===== config.mk =====
export PLATFORM = sky130hd
export DESIGN_NAME = countdown_scheduler_flat
export DESIGN_NICKNAME = d
export VERILOG_FILES = /design/src/rtl/countdown_scheduler_if.sv /design/src/rtl/countdown_scheduler.sv /design/src/flat_wrapper.sv
export SDC_FILE = /design/constraint.sdc
export NUM_CORES = 1
export LEC_CHECK = 0
export CAP_MARGIN = 10
export CORE_MARGIN = 2
export CORE_UTILIZATION = 43
export CTS_BUF_LIST = sky130_fd_sc_hd__clkbuf_8 sky130_fd_sc_hd__clkbuf_16
export CTS_CLUSTER_DIAMETER = 150
export CTS_CLUSTER_SIZE = 24
export DETAILED_ROUTE_END_ITERATION = 8
export PLACE_DENSITY = 0.87
export SYNTH_ARGS = -nofsm -noshare
export SYNTH_HDL_FRONTEND = slang
export SYNTH_SLANG_ARGS = --single-unit

===== constraint.sdc =====
create_clock -name clk -period 5.15 [get_ports clk]
set_input_delay 1.03 -clock clk [delete_from_list [all_inputs] [get_ports clk]]
set_output_delay 1.03 -clock clk [all_outputs]
set_load 0.05 [all_outputs]

===== src/rtl/countdown_scheduler_if.sv =====
`timescale 1ns/1ps
`default_nettype none
// ============================================================================
// Module   : countdown_scheduler_if
// Brief    : Channel load/cancel strobes, shared-decrementer operand/result
//            and per-channel status bundle for countdown_scheduler.
// Revision : 1.0 - initial release
// ============================================================================
interface countdown_scheduler_if #(
    parameter int NCH   = 4,
    parameter int WIDTH = 32
);
    logic [NCH-1:0]       load_en;
    logic [NCH*WIDTH-1:0] load_value;
    logic [NCH-1:0]       cancel;
    logic [WIDTH-1:0]     dec_a;
    logic [WIDTH-1:0]     dec_out;
    logic [NCH-1:0]       grant;
    logic [NCH-1:0]       busy;
    logic [NCH-1:0]       expire;
    logic [NCH*WIDTH-1:0] count;

    modport master (
        output load_en, load_value, cancel, dec_out,
        input  dec_a, grant, busy, expire, count
    );

    modport slave (
        input  load_en, load_value, cancel, dec_out,
        output dec_a, grant, busy, expire, count
    );
endinterface
`default_nettype wire


===== src/rtl/countdown_scheduler.sv =====
`timescale 1ns/1ps
`default_nettype none
// ============================================================================
// Module   : countdown_scheduler
// Brief    : NCH countdown channels sharing one external decrementer through
//            a round-robin arbiter; one-cycle expire pulse on completion.
// Revision : 1.0 - initial release
// ============================================================================
module countdown_scheduler #(
    parameter int NCH   = 4,
    parameter int WIDTH = 32
) (
    input  wire                     clk,
    input  wire                     rst,
    countdown_scheduler_if.slave    bus
);
    localparam int PTR_W = $clog2(NCH);

    logic [NCH*WIDTH-1:0] count_q, count_d;
    logic [NCH-1:0]       busy_q, busy_d;
    logic [NCH-1:0]       expire_q, expire_d;
    logic [PTR_W-1:0]     ptr_q, ptr_d;

    logic [NCH-1:0]       eligible;
    logic [NCH-1:0]       grant;
    logic                 grant_found;
    logic [PTR_W-1:0]     grant_idx;
    logic [PTR_W:0]       cand;
    logic [WIDTH-1:0]     cnt_arr [NCH];
    logic                 dec_zero;

    for (genvar i = 0; i < NCH; i++) begin : g_unpack
        assign cnt_arr[i] = count_q[i*WIDTH +: WIDTH];
    end

    // Channels touched by load or cancel this cycle must not consume the decrementer.
    assign eligible = busy_q & ~bus.load_en & ~bus.cancel & {NCH{~rst}};

    always_comb begin : arbiter
        grant_found = 1'b0;
        grant_idx   = '0;
        cand        = '0;
        for (int k = 0; k < NCH; k++) begin
            cand = {1'b0, ptr_q} + (PTR_W+1)'(k);
            if (cand >= (PTR_W+1)'(NCH)) begin
                cand = cand - (PTR_W+1)'(NCH);
            end
            if (!grant_found && eligible[cand[PTR_W-1:0]]) begin
                grant_found = 1'b1;
                grant_idx   = cand[PTR_W-1:0];
            end
        end
    end

    always_comb begin : grant_decode
        grant = '0;
        if (grant_found) begin
            grant[grant_idx] = 1'b1;
        end
    end

    assign dec_zero = (bus.dec_out == '0);

    always_comb begin : next_state
        count_d  = count_q;
        busy_d   = busy_q;
        expire_d = '0;
        ptr_d    = ptr_q;
        for (int i = 0; i < NCH; i++) begin
            if (bus.load_en[i]) begin
                count_d[i*WIDTH +: WIDTH] = bus.load_value[i*WIDTH +: WIDTH];
                busy_d[i]   = |bus.load_value[i*WIDTH +: WIDTH];
                expire_d[i] = ~|bus.load_value[i*WIDTH +: WIDTH];
            end else if (bus.cancel[i]) begin
                busy_d[i] = 1'b0;
            end else if (grant[i]) begin
                count_d[i*WIDTH +: WIDTH] = bus.dec_out;
                busy_d[i]   = ~dec_zero;
                expire_d[i] = dec_zero;
            end
        end
        if (grant_found) begin
            ptr_d = (grant_idx == PTR_W'(NCH-1)) ? '0 : grant_idx + 1'b1;
        end
    end

    always_ff @(posedge clk or posedge rst) begin
        if (rst) begin
            count_q  <= '0;
            busy_q   <= '0;
            expire_q <= '0;
            ptr_q    <= '0;
        end else begin
            count_q  <= count_d;
            busy_q   <= busy_d;
            expire_q <= expire_d;
            ptr_q    <= ptr_d;
        end
    end

    assign bus.grant  = grant;
    assign bus.dec_a  = grant_found ? cnt_arr[grant_idx] : '0;
    assign bus.busy   = busy_q;
    assign bus.expire = expire_q;
    assign bus.count  = count_q;

endmodule
`default_nettype wire

===== src/flat_wrapper.sv =====
// flat-port wrapper written by rule: the top's interface ports become plain ports
module countdown_scheduler_flat 
#(
    parameter int NCH   = 4,
    parameter int WIDTH = 32
)
  (clk, rst, bus_load_en, bus_load_value, bus_cancel, bus_dec_out, bus_dec_a, bus_grant, bus_busy, bus_expire, bus_count);
  countdown_scheduler_if #(.NCH(NCH), .WIDTH(WIDTH)) bus_i ();
  input  wire clk;
  input  wire rst;
  input wire logic [$bits(bus_i.load_en)-1:0] bus_load_en;
  input wire logic [$bits(bus_i.load_value)-1:0] bus_load_value;
  input wire logic [$bits(bus_i.cancel)-1:0] bus_cancel;
  input wire logic [$bits(bus_i.dec_out)-1:0] bus_dec_out;
  output wire logic [$bits(bus_i.dec_a)-1:0] bus_dec_a;
  output wire logic [$bits(bus_i.grant)-1:0] bus_grant;
  output wire logic [$bits(bus_i.busy)-1:0] bus_busy;
  output wire logic [$bits(bus_i.expire)-1:0] bus_expire;
  output wire logic [$bits(bus_i.count)-1:0] bus_count;
  assign bus_i.load_en = bus_load_en;
  assign bus_i.load_value = bus_load_value;
  assign bus_i.cancel = bus_cancel;
  assign bus_i.dec_out = bus_dec_out;
  assign bus_dec_a = bus_i.dec_a;
  assign bus_grant = bus_i.grant;
  assign bus_busy = bus_i.busy;
  assign bus_expire = bus_i.expire;
  assign bus_count = bus_i.count;
  countdown_scheduler #(.NCH(NCH), .WIDTH(WIDTH)) u_core (.clk(clk), .rst(rst), .bus(bus_i));
endmodule

Word level (Yosys, flattened, before mapping)
Cells that the tools add are included.
{"block": "word_totals", "wordCells": 134, "regBits": 138}
{"block": "classes", "n_lt_le_gt_ge": 11, "bitwise": 8, "n_mux": 64, "reduce_logical": 28, "add_sub_neg": 8, "eq_ne": 5}
{"operator": "$mux 32", "n": 15}
{"operator": "$reduce_or 32->1", "n": 4}
{"operator": "$bmux 32 s2", "n": 1}
{"operator": "$mux 1", "n": 33}
{"operator": "$logic_not 32->1", "n": 1}
{"operator": "$mux 2", "n": 9}
{"operator": "$lt 2x3->1 const B", "n": 5}
{"operator": "$and 4x4->4", "n": 3}
{"operator": "$ge 3x3->1 const B", "n": 4}
{"operator": "$reduce_bool 3->1", "n": 4}
{"operator": "$bmux 1 s2", "n": 4}
{"operator": "$ne 2x2->1 const B", "n": 4}
{"operator": "$not 4->4", "n": 2}
{"operator": "$reduce_and 2->1", "n": 4}
{"operator": "$reduce_bool 2->1", "n": 4}
{"operator": "$sub 2x1->2 const B", "n": 4}
{"operator": "$logic_not 1->1", "n": 7}
{"operator": "$add 2x2->3 const B", "n": 2}
{"operator": "$logic_and 1x1->1", "n": 4}
{"operator": "$mux 4", "n": 1}
{"operator": "$add 2x1->3 const B", "n": 1}
{"operator": "$ge 2x3->1 const B", "n": 1}
{"operator": "$not 2->3", "n": 1}
{"operator": "$add 2x1->2 const B", "n": 1}
{"operator": "other kinds (4)", "n": 5}

Logic depth before layout (Yosys ltp)
Gate-level depths: netlist of the first run.
{"block": "depth", "ltp_word": 24, "ltp_mapped": 14}

Worst setup path after synthesis of the first run
No wires, ideal clock.
{"block": "synth_timing", "kind": "input -> output", "start": "input port bus_load_en[3]", "end": "output port bus_grant[3]", "arrival_ns": 3.307, "required_ns": 4.120, "setup_slack_ns": 0.813, "path_buffers": 2, "cell_stages": 9, "cell_sequence": "buf_4 -> or4b_2 -> o21ai_0 -> o22ai_1 -> buf_2 -> inv_1 -> ha_1 -> inv_1 -> nor2_1"}
{"block": "synth_via", "elab_chain_len": 21, "word_cells_on_any_way": 32, "cone_classes": "2 x order compare; 19 x mux; 4 x bitwise; 7 x reduce/logical"}
{"element": "start: declaration", "line_no": "flat_wrapper.sv:11", "source": "input wire logic [$bits(bus_i.load_en)-1:0] bus_load_en;"}
{"element": "$not 4->4 *", "line_no": "countdown_scheduler.sv:37", "source": "assign eligible = busy_q & ~bus.load_en & ~bus.cancel & {NCH{~rst}};"}
{"element": "$and 4x4->4 * (3 in a row)", "line_no": "countdown_scheduler.sv:37"}
{"element": "$bmux 1 s2", "line_no": "countdown_scheduler.sv:48", "source": "if (!grant_found && eligible[cand[PTR_W-1:0]]) begin"}
{"element": "$mux 1 (not written as such)", "line_no": "countdown_scheduler.sv:48"}
{"element": "$mux 1", "line_no": "countdown_scheduler.sv:48"}
{"element": "$logic_not 1->1", "line_no": "countdown_scheduler.sv:48"}
{"element": "$logic_and 1x1->1", "line_no": "countdown_scheduler.sv:48"}
{"element": "$mux 1", "line_no": "countdown_scheduler.sv:48"}
{"element": "[3 not listed]"}
{"element": "$logic_not 1->1", "line_no": "countdown_scheduler.sv:48"}
{"element": "$logic_and 1x1->1", "line_no": "countdown_scheduler.sv:48"}
{"element": "$mux 2", "line_no": "countdown_scheduler.sv:48"}
{"element": "$lt 2x3->1 (not written as such) or $ge 2x1->1 (tied branches)", "line_no": "countdown_scheduler.sv:58", "source": "grant[grant_idx] = 1'b1;"}
{"element": "$logic_and 1x1->1 (not written as such)", "line_no": "countdown_scheduler.sv:58"}
{"element": "$mux 1 (not written as such)", "line_no": "countdown_scheduler.sv:58"}
{"element": "$demux 1 s2"}
{"element": "$mux 4 *", "line_no": "countdown_scheduler.sv:57", "source": "if (grant_found) begin"}
{"element": "end: declaration", "line_no": "flat_wrapper.sv:16", "source": "output wire logic [$bits(bus_i.grant)-1:0] bus_grant;"}
Every way passes the cells marked *; elsewhere a longest branch is shown, timed or not. The select of a mux whose other input is x is not followed.

Worst setup path in the final report of the first run
{"block": "layout_timing", "start": "input port rst", "end": "output port bus_grant[2]"}
{"block": "layout_via", "elab_chain_len": 19, "word_cells_on_any_way": 30, "cone_classes": "2 x order compare; 19 x mux; 2 x bitwise; 7 x reduce/logical"}
{"element": "start: declaration", "line_no": "flat_wrapper.sv:10", "source": "input wire rst;"}
{"element": "$not 1->1 *", "line_no": "countdown_scheduler.sv:37"}
{"element": "$and 4x4->4 *", "line_no": "countdown_scheduler.sv:37"}
{"element": "$bmux 1 s2", "line_no": "countdown_scheduler.sv:48"}
{"element": "$mux 1 (not written as such)", "line_no": "countdown_scheduler.sv:48"}
{"element": "$mux 1", "line_no": "countdown_scheduler.sv:48"}
{"element": "$logic_not 1->1", "line_no": "countdown_scheduler.sv:48"}
{"element": "$logic_and 1x1->1", "line_no": "countdown_scheduler.sv:48"}
{"element": "$mux 1", "line_no": "countdown_scheduler.sv:48"}
{"element": "[3 not listed]"}
{"element": "$logic_not 1->1", "line_no": "countdown_scheduler.sv:48"}
{"element": "$logic_and 1x1->1", "line_no": "countdown_scheduler.sv:48"}
{"element": "$mux 2", "line_no": "countdown_scheduler.sv:48"}
{"element": "$lt 2x3->1 (not written as such) or $ge 2x1->1 (tied branches)", "line_no": "countdown_scheduler.sv:58"}
{"element": "$logic_and 1x1->1 (not written as such)", "line_no": "countdown_scheduler.sv:58"}
{"element": "$mux 1 (not written as such)", "line_no": "countdown_scheduler.sv:58"}
{"element": "$demux 1 s2"}
{"element": "$mux 4 *", "line_no": "countdown_scheduler.sv:57"}
Marks and branches as above.

==> results of run 1 <==
cell usage in the layout (no fill, tap or decap), drive strengths merged, types with 3 or more instances in the layout:
master,n
nor2,135
clkbuf,19
ha,4
o22ai,33
nand4,10
nor4b,5
clkinvlp,3
clkinv,4
nor3,3
clkdlybuf4s50,301
bufinv,3
mux2i,195
o21a,3
inv,15
o21ai,5
dfrtp,138
o41ai,3
a21oi,130
nor4,39
buf,59
o31ai,7
registers in the layout (all words and copies together), names as in the netlist:
signal,cells
u_core.bus.busy,4
u_core.bus.count,128
u_core.bus.expire,4
u_core.ptr_q,2
final cells by class:
class                   instances  area (um^2)
clock buffers                  19          453
clock inverters                12          151
fillers                      1377         6010
inverters                      13         53.8
multi-input cells             587         4120
flip-flops and latches        138         3450
well taps                     229          287
repair buffers                360         3560
synthesized netlist by cell type, types with 4 or more instances:
cell and n:
mux2i_1 195, dfrtp_1 138, nor2_1 135, a21oi_1 130, nor4_1 38, o22ai_1 33
buf_2 22, clkbuf_1 19, inv_1 12, nand4_1 10, buf_4 8, o21ai_0 5
ha_1 4
per-layer routing:
layer / GRT usage (%) / vias up / wire (um)
li1: - / 3559 / -
met3: 8.17 / 94 / 3040
met4: 14.4 / 2 / 1280
met1: 41.1 / 3874 / 12500
met2: 52.8 / 501 / 15300
met5: 0 / - / 15
per-stage QoR:
stage / utilization [%] / hold WS [ns] / power, uW / setup WS (ns) / area [um^2]
floorplan: - / 0.522 / 2230 / 0.424 / 7950
global placement: 63.4 / 0.536 / 2810 / 0.369 / 11500
detailed placement: 63.4 / 0.543 / 2830 / 0.220 / 11500
CTS: 66.8 / 0.556 / 4100 / 0.209 / 12100
global route: 66.8 / 0.589 / 4230 / 0.0116 / 12100
finish: 66.8 / 0.557 / 4100 / 0.185 / 12100
power groups by stage:
| stage | logic (uW) | clock network, uW | registers [uW] |
|---|---|---|---|
| floorplan | 496 | 0 | 1730 |
| global placement | 1470 | 0 | 1350 |
| detailed placement | 1490 | 0 | 1350 |
| CTS | 1490 | 1270 | 1330 |
| global route | 1560 | 1320 | 1350 |
| finish | 1500 | 1270 | 1340 |
path summary, 6_finish.rpt:
kind / cells after the start / from / end / slack (ns)
min in group asynchronous: 2 / rst / u_core.bus.count[1] / 1.49
max in group asynchronous: 3 / rst / u_core.bus.count[14] / 2.70
setup / recovery: 10 / rst / bus_grant[2] / 0.18
setup reg to reg: 10 / u_core.bus.busy[1] / u_core.bus.count[115] / 2.28
hold reg to reg: 2 / u_core.bus.count[125] / u_core.bus.count[125] / 0.56
hold / removal: 2 / u_core.bus.count[125] / u_core.bus.count[125] / 0.56
worst max-delay path: cells and delay by family:
family                     cells  cell delay (ns)
buffers and inverters          5             1.34
AOI/OAI and AO/OA              3             0.70
adders and majority gates      1             0.18
and+or+nand+nor                1             0.67
cells by family (layout without fill, tap and decap cells):
logic type                 after synthesis  after routing  synth area share [%]
AOI/OAI and AO/OA                      187            187                  13.4
adders and majority gates                4              4                 0.629
DFF                                    138            138                  43.4
muxes                                  197            197                  24.8
buffers and inverters                   72            404                  5.40
and+or+nand+nor                        199            199                  12.4
==> reports/results.ini, run 1 <==
[worst_setup_path]
crit_path_max_incr_delay_ns=0.68
crit_type=in -> out
cpMostUsedCell=o41ai_1
path_cells=clkdlybuf4s50_1 -> nor4b_4 -> o41ai_1 -> a22oi_2 -> buf_12 -> inv_2 -> ha_1 -> o41ai_1 -> inv_1 -> buf_4
arrival_ns=3.94
critPathLaunchType=primary input
cp-end-kind=primary output
slowest_stage=clkdlybuf4s50_1
worstPathMaxFanout=16
required_ns=4.12

[global_route]
antenna_found_initial=1
globalRouteOverflowTotal=0
grt_max_degree=98
grt_pass1_vias=8036
grt_pass1_wl_um=48200
grt_usage_pct=32.4

[yosys]
ys_top_cells_by_area=dfrtp_1 (43%), mux2i_1 (25%), a21oi_1 (8.2%)
synthCells=797
synth.top_cell.area_share_pct=43.4
synth-edff-count=0
synth_ff_type=dfrtp_1
avgSynthCellArea_um2=9.98
ys_seq_elements=138
ys_seq_area_share_pct=43.4
synth-async-reset-ratio_pct=100
syn-cell-area_um2=7950
ys_types=42
ys_warn_count=0
synth_nets=971
yosysTopAreaCell=dfrtp_1

[final_layout]
layout.nets=1291
num_antenna_cells=0
area_growth_pct=51.9
layout.cells.non_filler=1358
drive_gt1_share_pct=9.39

[clocking]
cts.sinks=138
cts-hold-fix-buffers=0
htree_levels=4
root_buffer=clkbuf_16
post_cts_resized=0
tritoncts.num_buffers=17
clk_path_buf_depth=2
worstSkewPairLatency_ns=0.42
path_clk_slew_ns=0.06
cts_tree=built
post-cts-setup-buffers=0

[timing]
fin_setup_tns_ns=0
min_period_ns=4.97
finalHoldViolCount=0
max_freq_mhz=201
tightest_slew_ns=1.00
min_period_over_period_pct=96.4
slew_violations=0
fin_skew_ns=0.00885
setup_viol=0
rsz0062_at_grt=false
maxSlewHeadroom_pct=32.4

[routing]
drtIter0Drc=758
routed_wl_um=32100
wl_per_cell_um=23.6
ant_nets=0
viasPerCell=5.91
drc_errors=17
first_pass_iters=8
num_vias=8030

[floorplan]
rows=49
start_util_pct=44.0
dieHeight_um=140
dieArea_um2=19600
io-pin-count=342
coreArea_um2=18100
die_w_um=140

[run]
max_cap_violations=0

[placement]
port_buffers=341
globalplace.congestion=0.963
hpwl_um=23500
place_inst=1327

[power_and_ir_drop]
combPwrFrac_pct=36.5
clockPowerShare_pct=30.9
p_sw_uw=1570
p_int_uw=2530
p_leak_uw=0.00502
pwr-share-seq_pct=32.6
worst_ir_drop_vdd_uv=218
power_switching_share_pct=38.4
p_per_area_nw_per_um2=340

[status]
violations=DRC
status=finished with violations

[min_path]
worstHoldPathType=reg -> reg

Power figures use the tool's default switching activity.
==> run 2, diff against run 1 <==
--- a/config.mk
+++ b/config.mk
@@ -10,7 +10,6 @@
 export CORE_UTILIZATION = 43
 export CTS_BUF_LIST = sky130_fd_sc_hd__clkbuf_8 sky130_fd_sc_hd__clkbuf_16
 export CTS_CLUSTER_DIAMETER = 150
-export CTS_CLUSTER_SIZE = 24
 export DETAILED_ROUTE_END_ITERATION = 8
 export PLACE_DENSITY = 0.87
 export SYNTH_ARGS = -nofsm -noshare
==> results of run 2 <==
No change in the layout: final DEF, timing and power equal those of run 1.
==> run 3, diff against run 2 <==
--- a/config.mk
+++ b/config.mk
@@ -6,12 +6,13 @@
 export NUM_CORES = 1
 export LEC_CHECK = 0
 export CAP_MARGIN = 10
-export CORE_MARGIN = 2
+export CORE_MARGIN = 5
 export CORE_UTILIZATION = 43
 export CTS_BUF_LIST = sky130_fd_sc_hd__clkbuf_8 sky130_fd_sc_hd__clkbuf_16
 export CTS_CLUSTER_DIAMETER = 150
 export DETAILED_ROUTE_END_ITERATION = 8
 export PLACE_DENSITY = 0.87
+export SLEW_MARGIN = 20
 export SYNTH_ARGS = -nofsm -noshare
 export SYNTH_HDL_FRONTEND = slang
 export SYNTH_SLANG_ARGS = --single-unit
==> run 3 against run 2 <==
  * The flow now finishes without violations
  * Utilization about the same
  * Worst hold slack improved by 0.0014 ns
  * Power decreased by 0.16%
  * First-iteration DRC count decreased by 7.4%
  * Sequential cell count unchanged
  * Cell count increased by 0.15%
  * Clock-buffer cell count increased by 2
  * Fmax decreased by 0.14%
==> reports/results.ini, run 3 (synthesized netlist as in run 1, its figures left out) <==
[status]
status=complete, no violations  ; was finished with violations

[timing]
fin_setup_tns_ns=0  ; unchanged
slew_violations=0  ; unchanged
min_period_ns=4.97  ; about the same
tightest_slew_ns=0.927  ; was 1.00 ns
fin_skew_ns=0.00872  ; was 0.00885 ns
setup_viol=0  ; unchanged
max_freq_mhz=201  ; about the same
maxSlewHeadroom_pct=37.4  ; was 32.4%
min_period_over_period_pct=96.5  ; was 96.4%
finalHoldViolCount=0  ; unchanged
rsz0062_at_grt=false  ; unchanged

[worst_setup_path]
cp-end-kind=primary output  ; unchanged
crit_family=buffers and inverters  ; unchanged
slowest_stage=clkdlybuf4s50_1  ; unchanged
required_ns=4.12  ; about the same
path_cells=clkdlybuf4s50_1 -> nor4b_4 -> o41ai_1 -> a22oi_2 -> buf_12 -> inv_2 -> ha_1 -> o41ai_1 -> inv_1 -> buf_4  ; unchanged
crit_path_max_incr_delay_ns=0.66  ; was 0.68 ns
critPathLaunchType=primary input  ; unchanged
cpMostUsedCell=o41ai_1  ; unchanged
worstPathMaxFanout=29  ; was 16
crit_buf_inv=5  ; unchanged
arrival_ns=3.94  ; about the same
crit_type=in -> out  ; unchanged

[global_route]
grt_pass1_wl_um=50000  ; was 48200 um
grt_usage_pct=30.1  ; was 32.4%
antenna_found_initial=0  ; was 1
grt_max_degree=71  ; was 98
globalRouteOverflowTotal=0  ; unchanged
grt_pass1_vias=8347  ; was 8036

[clocking]
root_buffer=clkbuf_16  ; unchanged
post_cts_resized=0  ; unchanged
clk_path_buf_depth=2  ; unchanged
cts.sinks=138  ; unchanged
tritoncts.num_buffers=17  ; unchanged
worstSkewPairLatency_ns=0.41  ; was 0.42 ns
path_clk_slew_ns=0.05  ; was 0.06 ns
htree_levels=4  ; unchanged
cts_tree=built  ; unchanged

[routing]
routed_wl_um=33000  ; was 32100 um
num_vias=8189  ; was 8030
drc_errors=0  ; was 17
viasPerCell=6.02  ; was 5.91
wl_per_cell_um=24.3  ; was 23.6 um
drtIter0Drc=702  ; was 758
first_pass_iters=6  ; was 8
ant_nets=0  ; unchanged

[floorplan]
die_w_um=146  ; was 140 um
dieHeight_um=146  ; was 140 um
io-pin-count=342  ; unchanged
start_util_pct=44.0  ; unchanged
rows=49  ; unchanged
dieArea_um2=21300  ; was 19600 um^2
coreArea_um2=18100  ; unchanged

[final_layout]
final_cell_mix=clkdlybuf4s50_1 (301), mux2i_1 (195), dfrtp_1 (138), nor2_1 (135), a21oi_1 (130)  ; unchanged
utilization_pct=66.7  ; was 66.8%
num_antenna_cells=0  ; unchanged
layout.nets=1292  ; was 1291
largest_reg_flops=128  ; unchanged
drive_gt1_share_pct=9.55  ; was 9.39%
mostFrequentLayoutCell=clkdlybuf4s50_1  ; unchanged
area_growth_pct=51.8  ; was 51.9%

[placement]
hpwl_um=24600  ; was 23500 um
globalplace.congestion=0.950  ; was 0.963
port_buffers=341  ; unchanged

[power_and_ir_drop]
p_leak_uw=0.00503  ; was 0.00502 uW
p_per_area_nw_per_um2=339  ; was 340 nW/um^2
worst_ir_drop_vdd_uv=220  ; was 218 uV
total_power_uw=4100  ; about the same

[run]
max_cap_violations=0  ; unchanged

[min_path]
worstHoldPathType=reg -> reg  ; unchanged

run 3: timing repair:
item	4_1_cts	5_1_grt
buffers inserted	0	0
hold buffers	0	0
setup endpoints to repair	0	1
run 3: per-layer routing:
layer	vias up	part of all wire, %	global-route usage [%]
met3	89	9.4	7.19
li1	3575	-	-
met2	520	48	49.7
met4	0	4.0	12.1
met1	4005	39	38.2
met5	-	0	0
run 3: layout make-up:
class / instances / area [um^2]
clock buffer: 21 / 480
clock inverter: 11 / 121
fill: 1398 / 6010
inverter: 13 / 53.8
multi-input combinational: 587 / 4120
sequential: 138 / 3450
tap: 229 / 287
timing repair buffer: 361 / 3550
run 3: report_power, final:
part / internal [uW] / switching (uW)
sequential: 1210 / 126
combinational: 539 / 964
clock: 763 / 497
total: 2510 / 1590
run 3: worst reg2reg max path: cells and delay by family, from the launching register on:
kind | cells | cell delay, ns
buf+inv | 3 | 0.75
flops | 1 | 0.38
fa+ha+maj | 1 | 0.19
simple gates | 2 | 0.61
compound gates | 4 | 0.92
run 3: worst paths after layout:
check	from	end	slack [ns]	depth (start not counted)
min in group asynchronous	rst	u_core.ptr_q[1]	1.41	2
setup / recovery	rst	bus_grant[2]	0.18	10
setup reg to reg	u_core.bus.busy[1]	u_core.bus.count[111]	2.22	10
hold / removal	u_core.bus.count[95]	u_core.bus.count[95]	0.56	2
hold reg to reg	u_core.bus.count[95]	u_core.bus.count[95]	0.56	2
max in group asynchronous	rst	u_core.bus.count[48]	2.91	3
run 3: per-stage QoR:
step	hold slack [ns]	cell area (um^2)	instances	setup slack [ns]
after floorplan	0.522	7950	797	0.424
after global placement	0.531	11500	1328	0.330
after detailed placement	0.546	11500	1328	0.208
after CTS	0.559	12100	1360	0.179
after global routing	0.586	12100	1360	0.00595
final	0.558	12100	1360	0.178
